`src/rtl/serial_adder_ctrl_if.sv`:
```
// Handshake and data bundle for the bit-serial adder controller.
// The master side issues operands and start; the slave side reports
// busy/done and the registered sum and carry-out.
interface serial_adder_ctrl_if #(
   parameter int WIDTH = 8
);
   logic             start;
   logic [WIDTH-1:0] a;
   logic [WIDTH-1:0] b;
   logic             busy;
   logic             done;
   logic [WIDTH-1:0] sum;
   logic             cout;

   modport master (
      output start, a, b,
      input  busy, done, sum, cout
   );

   modport slave (
      input  start, a, b,
      output busy, done, sum, cout
   );
endinterface

```
`src/rtl/serial_adder_ctrl.sv`:
```
// Bit-serial WIDTH-bit adder controller. One full-adder cell, built from
// two half adders and an OR for the carry, is reused for every operand
// bit, LSB first, one bit per clock.

// Single-bit half adder; the building block of the shared full-adder cell.
module half_adder (
   input  logic x,
   input  logic y,
   output logic s,
   output logic c
);
   assign s = x ^ y;
   assign c = x & y;
endmodule

module serial_adder_ctrl #(
   parameter int WIDTH = 8
) (
   input  logic                clk,
   input  logic                rst,
   serial_adder_ctrl_if.slave  bus
);

   // Counter must hold 0..WIDTH-1; keep at least one bit for WIDTH=1.
   localparam int CW = (WIDTH > 1) ? $clog2(WIDTH) : 1;

   typedef enum logic [1:0] {
      IDLE  = 2'd0,
      SHIFT = 2'd1,
      DONE  = 2'd2
   } state_t;

   state_t           state_q, state_d;
   logic [WIDTH-1:0] a_sr, b_sr, res_sr;
   logic [WIDTH-1:0] sum_q;
   logic             cout_q;
   logic             carry_q;
   logic [CW-1:0]    cnt_q;

   logic             load, step, last;
   logic             ha0_s, ha0_c, ha1_s, ha1_c, cell_co;
   logic [WIDTH:0]   res_wide;
   logic [WIDTH-1:0] res_next;

   // Shared full-adder cell: LSBs of both operands plus the stored carry.
   half_adder u_ha0 (.x(a_sr[0]), .y(b_sr[0]), .s(ha0_s), .c(ha0_c));
   half_adder u_ha1 (.x(ha0_s),   .y(carry_q), .s(ha1_s), .c(ha1_c));
   assign cell_co = ha0_c | ha1_c;

   // New sum bit enters at the MSB while the result register shifts right;
   // the extra top bit keeps the slice legal for WIDTH=1.
   assign res_wide = {ha1_s, res_sr};
   assign res_next = res_wide[WIDTH:1];
   assign last     = (cnt_q == CW'(WIDTH - 1));

   // State register.
   always_ff @(posedge clk) begin
      // NOTE: non-blocking assignments keep every register updating from the
      // values that were present before the edge, so block order never matters.
      if (rst) state_q <= IDLE;
      else     state_q <= state_d;
   end

   // Next-state decode and Moore outputs; unused encodings fall back to IDLE.
   always_comb begin
      // NOTE: every output gets a default before the case so no path leaves
      // a signal unassigned, which would otherwise infer a latch.
      state_d  = state_q;
      load     = 1'b0;
      step     = 1'b0;
      bus.busy = 1'b0;
      bus.done = 1'b0;
      case (state_q)
         IDLE: begin
            if (bus.start) begin
               load    = 1'b1;
               state_d = SHIFT;
            end
         end
         SHIFT: begin
            bus.busy = 1'b1;
            step     = 1'b1;
            if (last) state_d = DONE;
         end
         DONE: begin
            bus.done = 1'b1;
            state_d  = IDLE;
         end
         default: state_d = IDLE;
      endcase
   end

   // Operand/result shifting, carry and bit counter; outputs load on the last bit.
   always_ff @(posedge clk) begin
      if (rst) begin
         a_sr    <= '0;
         b_sr    <= '0;
         res_sr  <= '0;
         carry_q <= 1'b0;
         cnt_q   <= '0;
         sum_q   <= '0;
         cout_q  <= 1'b0;
      end else if (load) begin
         a_sr    <= bus.a;
         b_sr    <= bus.b;
         res_sr  <= '0;
         carry_q <= 1'b0;
         cnt_q   <= '0;
      end else if (step) begin
         a_sr    <= a_sr >> 1;
         b_sr    <= b_sr >> 1;
         res_sr  <= res_next;
         carry_q <= cell_co;
         cnt_q   <= cnt_q + CW'(1);
         if (last) begin
            sum_q  <= res_next;
            cout_q <= cell_co;
         end
      end
   end

   assign bus.sum  = sum_q;
   assign bus.cout = cout_q;

endmodule

```
`src/flat_wrapper.sv`:
```
// flat-port wrapper written by rule: the top's interface ports become plain ports
module serial_adder_ctrl_flat 
#(
   parameter int WIDTH = 8
)
  (clk, rst, bus_start, bus_a, bus_b, bus_busy, bus_done, bus_sum, bus_cout);
  serial_adder_ctrl_if #(.WIDTH(WIDTH)) bus_i ();
  input  logic clk;
  input  logic rst;
  input wire logic [$bits(bus_i.start)-1:0] bus_start;
  input wire logic [$bits(bus_i.a)-1:0] bus_a;
  input wire logic [$bits(bus_i.b)-1:0] bus_b;
  output wire logic [$bits(bus_i.busy)-1:0] bus_busy;
  output wire logic [$bits(bus_i.done)-1:0] bus_done;
  output wire logic [$bits(bus_i.sum)-1:0] bus_sum;
  output wire logic [$bits(bus_i.cout)-1:0] bus_cout;
  assign bus_i.start = bus_start;
  assign bus_i.a = bus_a;
  assign bus_i.b = bus_b;
  assign bus_busy = bus_i.busy;
  assign bus_done = bus_i.done;
  assign bus_sum = bus_i.sum;
  assign bus_cout = bus_i.cout;
  serial_adder_ctrl #(.WIDTH(WIDTH)) u_core (.clk(clk), .rst(rst), .bus(bus_i));
endmodule
```
`config.mk`:
```
export PLATFORM = sky130hd
export DESIGN_NAME = serial_adder_ctrl_flat
export DESIGN_NICKNAME = d
export VERILOG_FILES = /design/src/rtl/serial_adder_ctrl_if.sv /design/src/rtl/serial_adder_ctrl.sv /design/src/flat_wrapper.sv
export SDC_FILE = /design/constraint.sdc
export NUM_CORES = 1
export LEC_CHECK = 0
export CORE_MARGIN = 3
export CORE_UTILIZATION = 45
export DETAILED_ROUTE_END_ITERATION = 8
export GPL_TIMING_DRIVEN = 0
export PLACE_DENSITY = 0.74
export SYNTH_ARGS = -nofsm -noshare
export SYNTH_HDL_FRONTEND = slang
export SYNTH_HIERARCHICAL = 1
export SYNTH_SLANG_ARGS = --single-unit
export TNS_END_PERCENT = 10
```
`constraint.sdc`:
```
create_clock -name clk -period 1.23 [get_ports clk]
set_input_delay 0.246 -clock clk [delete_from_list [all_inputs] [get_ports clk]]
set_output_delay 0.246 -clock clk [all_outputs]
set_load 0.01 [all_outputs]
```
* Word level (Yosys, flattened, before mapping)
Index checks and enable logic that the tools add are counted.
** Operators by class
- $add $sub $neg :: 1
- Multipliers :: 0
- Div/mod/pow operators :: 0
- $lt $le $gt $ge :: 0
- Equality and inequality tests :: 5
- Shifts and indexed selects :: 0
- Multiplexer cells :: 11
- Bitwise logic cells :: 6
- Reductions and logical operators :: 5
** Operator list (number)
- 2-to-1 mux 8 bit :: 4
- 2-to-1 mux 1 bit :: 4
- 2-to-1 mux 2 bit :: 2
- one-hot mux 2 bit (2 select lines) :: 1
- adder 3 x 1 -> 3 bit, second input constant :: 1
- == test 3 bit, second input constant :: 1
- AND reduction 3 bit :: 1
- AND 1 bit :: 2
- == test 2 x 1 -> 1 bit, second input constant :: 1
- == test 2 bit, second input constant :: 1
- logical NOT 2 bit :: 1
- != test 2 x 1 -> 1 bit, second input constant :: 1
- != test 2 bit, second input constant :: 1
- AND reduction 2 bit :: 1
- nonzero test 2 bit :: 1
- OR reduction 2 bit :: 1
- XOR 1 bit :: 2
- inverter 1 bit :: 1
- bitwise OR 1 bit :: 1
** Word-level totals
- Register bits after elaboration :: 39
- Latch bits :: 0
- Memory bits (writable) :: 0
- ROM bits :: 0
- Input port bits :: 19
- Output and inout port bits :: 11
- Word-level logic and storage cells :: 36
- Memories :: 0

* Longest topological paths before layout
Gate-level depths: netlist of the first run.
- Depth in word-level cells :: 4
- Mapped depth :: 6
- Depth with buffers taken out :: 5

* By module
Netlist of the first run, hierarchy kept.
** By module, submodules not included
- serial_adder_ctrl :: instances 1, cells each 169, area each 1502.7 um2, sequential area each 760.7 um2
- half_adder :: instances 2, cells each 1, area each 12.5 um2, sequential area each 0.0 um2

* Least setup slack after synthesis of the first run
OpenSTA, ideal clock, no wires.
- Path kind :: register to register
- From :: register u_core.state_q[0]
- To :: register u_core.a_sr[0]
- Library setup time :: 0.119 ns
- Data arrival time :: 1.190 ns
- Data required time :: 1.111 ns
- Setup slack :: -0.079 ns
- Stages on the path, launching flop included :: 5
- Buffers on the path :: 2
- Clock period less this slack :: 1.309 ns
- Cell sequence :: dfxtp_1 -> or3b_1 -> buf_2 -> buf_6 -> o221a_1
** On the way
- Word-level cells in the longest chain between the ends :: 3
- Elaborated cells between the ends (all ways) :: 6
- Those cells by class :: eq/ne: 1; mux: 3; reduce/logical: 2
** Ends and longest elaborated chain
- start, declared :: line serial_adder_ctrl.sv:33 : state_t state_q, state_d;
- start signal, assigned :: line serial_adder_ctrl.sv:61 : else state_q <= state_d;
- == test 2 x 1 -> 1 bit or logical NOT 2 bit (tied branches) :: line serial_adder_ctrl.sv:73 : case (state_q)
- 2-to-1 mux 1 bit :: line serial_adder_ctrl.sv:73
- nonzero test 2 bit (no source line) or 2-to-1 mux 8 bit (tied branches)
- end signal, assigned :: line serial_adder_ctrl.sv:104 : a_sr <= bus.a;
- end signal, assigned :: line serial_adder_ctrl.sv:110 : a_sr <= a_sr >> 1;
- end, declared :: line serial_adder_ctrl.sv:34 : logic [WIDTH-1:0] a_sr, b_sr, res_sr;
Several ways; a longest one is shown, not always the timed one.
A chain may end at the register's enable or synchronous reset.

* Worst setup path after layout of the first run
- From :: register u_core.state_q[1]
- To :: register u_core.a_sr[0]
Same word-level chain as after synthesis.

==> impl_metrics.env, run 1 <==
export IMPL_status="complete, but fails checks"
export IMPL_violations="setup timing"
export IMPL_fin_setup_tns_ns=-2.58
export IMPL_crit_required_ns=1.47
export IMPL_grt_pass1_wl_mm=6.01
export IMPL_wl_mm=3.60
export IMPL_r2r_end="u_core/a_sr[0]"
export IMPL_worstHoldStart="rst"
export IMPL_avgSynthCellArea_sq_um=8.93
export IMPL_hp_class="input port to flop"
export IMPL_yosys_warnings=6
export IMPL_mostFrequentLayoutCell="dfxtp_1"
export IMPL_ys_top_cells_by_area="dfxtp_1 (50%), a21oi_1 (11%), o221a_1 (7.4%), nand2_1 (6.4%), inv_1 (3.4%)"
export IMPL_dp_hpwl_mm=2.43
export IMPL_initial_core_util_pct=48.5
export IMPL_port_buffers=28
export IMPL_path_common_cell="buf_6"
export IMPL_pin_count=30
export IMPL_final_max_slew_viol_count=0
export IMPL_hold_viol_final=0
export IMPL_clock_latency_ns=0.34
export IMPL_synth_area_leader_cell="dfxtp_1"
export IMPL_path_clk_slew_ns=0.11
export IMPL_rsz0062_at_grt="true"
export IMPL_routabilityCongestion=0.708
export IMPL_nFillCells=289
export IMPL_cts_tree="built"
export IMPL_cts_htree_levels=2
export IMPL_pre_cts_slack_ns=-0.616
export IMPL_antenna_found_initial=0
export IMPL_overflow=0
export IMPL_r2r_cells=4
export IMPL_powerDensity_nw_per_um2=1220
export IMPL_cts_hold_buffers=0
export IMPL_path_cells="buf_6, or3b_4, buf_6, o221a_1"
export IMPL_drv_cap=0
export IMPL_yosysTopAreaCellShare_pct=49.8
export IMPL_layout_common_cells="dfxtp_1 (34), a21oi_1 (33), nand2_1 (26)"
export IMPL_holdPathStages=2
export IMPL_ant_nets=0
export IMPL_area_growth_pct=32.6
export IMPL_fin_ws_ns=-0.189
export IMPL_finalSetupViolations=31
export IMPL_finClkSkew_ns=0.00849
export IMPL_finalCritPeriodShare_pct=115
export IMPL_final_nets=232
export IMPL_leakagePower_uw=0.000761
export IMPL_drt_iter0_markers=52
export IMPL_track_usage_pct=18.8
export IMPL_first_pass_iters=6
export IMPL_cp_end_kind="flop"
export IMPL_fmax_mhz=705
export IMPL_cp_slowest_cell="or3b_4"
export IMPL_post_route_min_period_ns=1.42
export IMPL_clockBufferDepth=2
export IMPL_cts_root_buf="clkbuf_4"
export IMPL_synth_area_sq_um=1530
export IMPL_crit_buf_inv=2
export IMPL_drive_gt1_share_pct=21.0
export IMPL_route_vias_total=1326
export IMPL_seq_area_frac_synth_pct=49.8
export IMPL_coreArea_sq_um=3150
export IMPL_multiInputGateArea_sq_um=684
export IMPL_drc=0
export IMPL_syn_inst=171
export IMPL_min_to="u_core/state_q[0]"
export IMPL_start_kind="flop"
export IMPL_crit_fanout=10
export IMPL_cpPeakStageDelay_ns=0.42
export IMPL_die_h_um=64.3
export IMPL_die_area_sq_um=4130
export IMPL_slew_headroom_pct=68.3
export IMPL_seqCellArea_sq_um=771
export IMPL_grt_pass1_vias=1362
export IMPL_synth_nets=194
export IMPL_criticalPathCategory="flop to flop"
export IMPL_avgRoutedWirePerCell_um=14.2
export IMPL_yosysUniqueCellTypes=24
export IMPL_antenna_cells=0
export IMPL_cp_top_family="simple AND/OR/NAND/NOR gates"
export IMPL_die_x_um=64.3
export IMPL_clock_sinks=38
export IMPL_grt_max_degree=13
export IMPL_fp_row_count=20
export IMPL_reg2reg_setup_slack_ns=-0.19
export IMPL_r2r_start="u_core/state_q[1]"
export IMPL_synth_seq_cells=38
export IMPL_cts_buffers=5
export IMPL_timing_worst_slew_pin_value_ns=0.476
export IMPL_ir_worst_vdd_mv=0.804
export IMPL_arrival_ns=1.65
export IMPL_detail_route_vias_per_cell=5.22
[kinds of logic (layout without fill, tap and decap cells)]
logic type	count (synthesis)	count (layout)	share of synthesized area, %
DFF	38	38	49.8
adders and majority gates	4	4	3.28
buffers and inverters	27	66	8.44
and+or+nand+nor	48	48	14.2
xor gates and xnor gates	1	1	0.573
AOI/OAI and AO/OA	53	53	23.8
[power breakdown]
| group | internal [uW] | total [uW] | switching (uW) |
|---|---|---|---|
| sequential | 1280 | 1320 | 36.9 |
| clock | 421 | 830 | 409 |
| combinational | 169 | 315 | 146 |
| total | 1870 | 2470 | 593 |
[worst reg2reg max path, delay by kind of cell (launching register included)]
| family | cells | cell delay [ns] |
|---|---|---|
| compound gates | 1 | 0.25 |
| flops | 1 | 0.37 |
| buf+inv | 2 | 0.28 |
| simple gates | 1 | 0.42 |
[how the worst max path moves through the flow]
stage | from | to | slack (ns) | depth (start not counted)
after floorplan | u_core/state_q[0] | u_core/a_sr[0] | -0.07 | 4
after global placement | u_core/state_q[1] | bus_busy | -0.58 | 5
after detailed placement | u_core/state_q[1] | bus_busy | -0.62 | 5
after CTS | u_core/state_q[1] | bus_busy | -0.24 | 5
after global routing | u_core/state_q[1] | u_core/a_sr[0] | -0.22 | 4
final | u_core/state_q[1] | u_core/a_sr[0] | -0.19 | 4
[metal layers]
layer  share of wire (%)  track usage [%]  wire length, um  up-vias
met4                 1.2             6.86               43        0
met5                   0                0                0        -
met1                  42             19.5             1500      623
met2                  52             34.1             1890       29
met3                 4.9             7.21              176        4
li1                    -                -                -      670
[timing repair]
item,CTS,global route
setup buffers,5,0
gates resized for setup,38,23
endpoints found under the setup margin,46,47
pin swaps,16,2
[Yosys cell counts, drive strengths merged]
cell type and n:
o221a 14, nor2b 2, nand3 8, buf 11, nand2 26, nor2 6, nand2b 2, o21ai 2
clkbuf 1, a311oi 1, or3b 1, xnor2 1, a2111oi 1, a21oi 34, ha 4, dfxtp 38
nand3b 3, inv 15, a211oi 1
[layout make-up]
cell class	instances	area share [%]
clock buffers	5	1.85
clock inverters	3	1.98
repair buffers	33	14.1
multi-input cells	106	33.8
inverters	15	3.15
plain buffers	10	4.32
well taps	44	2.72
flip-flops and latches	38	38.0
[flip-flops by register name (all words and copies together), names as in the netlist]
| name | count |
|---|---|
| u_core/state_q | 2 |
| u_core/a_sr | 8 |
| u_core/bus.cout | 1 |
| u_core/cnt_q | 3 |
| u_core/res_sr | 7 |
| u_core/b_sr | 8 |
| u_core/carry_q | 1 |
| u_core/bus.sum | 8 |
[metrics by stage]
step                      std cells  util (%)  area (sq um)  hold slack (ns)  total power [uW]
final                           254      64.2          2030            0.390              2470
after global routing            254      64.2          2030            0.437              2590
after CTS                       256      64.5          2030            0.374              2480
after detailed placement        243      59.4          1870            0.450              1630
after global placement          243      59.4          1870            0.447              1610
after floorplan                 171         -          1540            0.406              1520
Note: power is estimated with default switching activity, not from simulation.
==> run 2, diff against run 1 <==
--- a/config.mk
+++ b/config.mk
@@ -6,12 +6,11 @@
 export NUM_CORES = 1
 export LEC_CHECK = 0
 export CORE_MARGIN = 3
-export CORE_UTILIZATION = 45
+export CORE_UTILIZATION = 46
 export DETAILED_ROUTE_END_ITERATION = 8
 export GPL_TIMING_DRIVEN = 0
-export PLACE_DENSITY = 0.74
+export PLACE_DENSITY = 0.75
 export SYNTH_ARGS = -nofsm -noshare
 export SYNTH_HDL_FRONTEND = slang
-export SYNTH_HIERARCHICAL = 1
 export SYNTH_SLANG_ARGS = --single-unit
 export TNS_END_PERCENT = 10
==> run 2 against run 1 <==
Against the previous run:
- cell count increased by 10%
- largest power group unchanged
- sequential power about the same
- non-clock buffer count increased by 10
- register-to-register slack improved by 0.02 ns
- clock skew decreased by 0.0018 ns
- global-route usage increased by 1.4 points
- worst setup slack improved by 0.021 ns
- maximum frequency increased by 1.5%
- the flow still finishes with violations (setup timing)
- clock power decreased by 20%
- largest cell class is now multi-input combinational cells
==> impl_metrics.env, run 2 <==
export IMPL_status="complete, but fails checks"
export IMPL_violations="setup timing"
export IMPL_criticalPathCategory="flop to flop"
export IMPL_timing_worst_slew_pin_value_ns=0.543
export IMPL_clockBufferDepth=2
export IMPL_clock_sinks=38
export IMPL_fmax_mhz=715
export IMPL_avgSynthCellArea_sq_um=8.32
export IMPL_cp_end_kind="flop"
export IMPL_dp_cells=262
export IMPL_detail_route_vias_per_cell=5.49
export IMPL_stdcell_area_sq_um=2280
export IMPL_port_buffers=28
export IMPL_yosysMostFrequentCell="nand2_1"
export IMPL_drc=0
export IMPL_synthFlopType="dfxtp_1"
export IMPL_path_clk_slew_ns=0.11
export IMPL_p_sw_uw=662
export IMPL_final_max_slew_viol_count=0
export IMPL_area_growth_pct=43.9
export IMPL_synth_async_sr_flop_share_pct=0
export IMPL_initial_core_util_pct=50.2
export IMPL_leakagePower_uw=0.000812
export IMPL_pwr_share_clk_pct=27.1
export IMPL_post_route_min_period_ns=1.40
export IMPL_avgRoutedWirePerCell_um=15.0
export IMPL_start_kind="flop"
export IMPL_seqPwrFrac_pct=53.7
export IMPL_powerDensity_nw_per_um2=1080
export IMPL_antenna_cells=0
export IMPL_final_nets=257
export IMPL_fin_ws_ns=-0.168
export IMPL_cts_htree_levels=2
export IMPL_seq_area_frac_synth_pct=48.1
export IMPL_cts_hold_buffers=0
export IMPL_drive_gt1_share_pct=30.5
export IMPL_mostFrequentLayoutCell="nand2_1"
export IMPL_finClkSkew_ns=0.00665
export IMPL_wl_mm=4.20
export IMPL_grt_pass1_vias=1493
export IMPL_antenna_found_initial=0
export IMPL_routabilityCongestion=0.720
export IMPL_finalCritPeriodShare_pct=114
export IMPL_coreArea_sq_um=3150
export IMPL_stdcell_count=280
export IMPL_route_vias_total=1537
export IMPL_yosysUniqueCellTypes=25
export IMPL_slew_headroom_pct=63.8
export IMPL_hold_viol_final=0
export IMPL_ys_top_cells_by_area="dfxtp_1 (48%), a21oi_1 (11%), nand2_1 (10%), a211oi_1 (5.7%), nor2_1 (3.8%)"
export IMPL_yosysTopAreaCellShare_pct=48.1
export IMPL_ir_worst_vdd_mv=0.927
export IMPL_die_x_um=64.6
export IMPL_cts_buffers=5
export IMPL_synth_common_cells="nand2_1 (43), dfxtp_1 (38), a21oi_1 (35)"
export IMPL_arrival_ns=1.62
export IMPL_grt_max_degree=12
export IMPL_synth_area_leader_cell="dfxtp_1"
export IMPL_clock_latency_ns=0.34
export IMPL_drt_iter0_markers=89
export IMPL_placed_area_sq_um=1920
export IMPL_pin_count=30
export IMPL_synth_nets=212
export IMPL_fp_row_count=20
export IMPL_rsz0062_at_grt="true"
export IMPL_track_usage_pct=20.2
export IMPL_synth_edf_count=0
export IMPL_die_area_sq_um=4180
export IMPL_grt_pass1_wl_mm=6.67
export IMPL_hp_class="input port to flop"
export IMPL_finalSetupViolations=30
export IMPL_drv_cap=0
export IMPL_synth_seq_cells=38
export IMPL_p_sw_share_pct=26.8
export IMPL_cts_root_buf="clkbuf_4"
export IMPL_nFillCells=257
export IMPL_first_pass_iters=4
export IMPL_cts_tree="built"
export IMPL_crit_fanout=8
export IMPL_syn_inst=190
export IMPL_layout_common_cells="nand2_1 (43), dfxtp_1 (32), a21oi_1 (27)"
export IMPL_yosys_warnings=0
export IMPL_dp_hpwl_mm=2.54
export IMPL_overflow=0
export IMPL_comb_power_share_pct=19.2
export IMPL_die_h_um=64.6
export IMPL_power_internal_uw=1800
export IMPL_ant_nets=0
export IMPL_synth_area_sq_um=1580
export IMPL_crit_required_ns=1.45
[run 2: cell types whose count changed after synthesis, sizes merged, moves of 3 or more]
cell    delta
a211oi    +11
o221a     -14
nand3      +3
nor2      +11
inv       -15
nand2     +17
[run 2: path summary, 6_finish.rpt]
path                                   startpoint         endpoint  slack [ns]  depth (start not counted)
worst max register to register  u_core.state_q[1]   u_core.a_sr[7]       -0.17                          5
worst max-delay path            u_core.state_q[1]   u_core.a_sr[7]       -0.17                          5
worst min-delay path                          rst   u_core.a_sr[5]        0.39                          2
worst min register to register    u_core.bus.cout  u_core.bus.cout        0.47                          2
[run 2: area by class of cell]
cell class	count	area [sq um]	area share, %
well taps	44	55.1	2.42
flip-flops and latches	38	773	34.0
clock inverters	1	5.00	0.220
clock buffers	7	55.1	2.42
repair buffers	41	399	17.5
inverters	1	8.76	0.385
multi-input cells	136	856	37.6
plain buffers	12	124	5.44
[run 2: repair_timing]
| item | CTS | global route |
|---|---|---|
| endpoints found under the setup margin | 49 | 49 |
| resized for setup | 45 | 52 |
| cloned | 0 | 2 |
| pin swaps | 12 | 5 |
| buffers inserted | 6 | 5 |
[run 2: worst max-delay path, stage by stage, from the launching register on]
cell and delay [ns]:
dfxtp_4 0.37, buf_6 0.12, or3b_4 0.45, clkbuf_16 0.19, nand3_1 0.08, a21oi_1 0.06
[run 2: metal layers]
layer / vias up / routed length (um) / track usage (%)
li1: 739 / - / -
met1: 747 / 1810 / 25.1
met2: 42 / 2110 / 34.5
met3: 9 / 206 / 4.85
met4: 0 / 68 / 6.33
met5: - / 0 / 0
[run 2: cell families after synthesis]
family	synth area share [%]
compound gates	17.9
xor+xnor	0.554
fa+ha+maj	2.85
buf+inv	6.80
flops	48.1
simple gates	23.8
[run 2: power groups by stage]
| stage | combinational [uW] | sequential, uW | clock (uW) |
|---|---|---|---|
| 2_1_floorplan | 225 | 1330 | 0 |
| 3_3_place_gp | 327 | 1340 | 0 |
| 3_5_place_dp | 341 | 1340 | 0 |
| 4_1_cts | 403 | 1310 | 681 |
| 5_1_grt | 507 | 1330 | 734 |
| 6_report | 473 | 1320 | 668 |
[run 2: through the flow]
stage | setup TNS, ns | total power [uW] | setup slack [ns] | hold slack (ns) | util [%]
after floorplan | -0.875 | 1560 | -0.0511 | 0.382 | -
after global placement | -13.89 | 1670 | -0.575 | 0.443 | 60.9
after detailed placement | -15.54 | 1680 | -0.586 | 0.447 | 60.9
after CTS | -5.03 | 2400 | -0.237 | 0.355 | 66.4
after global routing | -4.52 | 2570 | -0.238 | 0.398 | 72.2
final | -2.77 | 2470 | -0.168 | 0.392 | 72.2
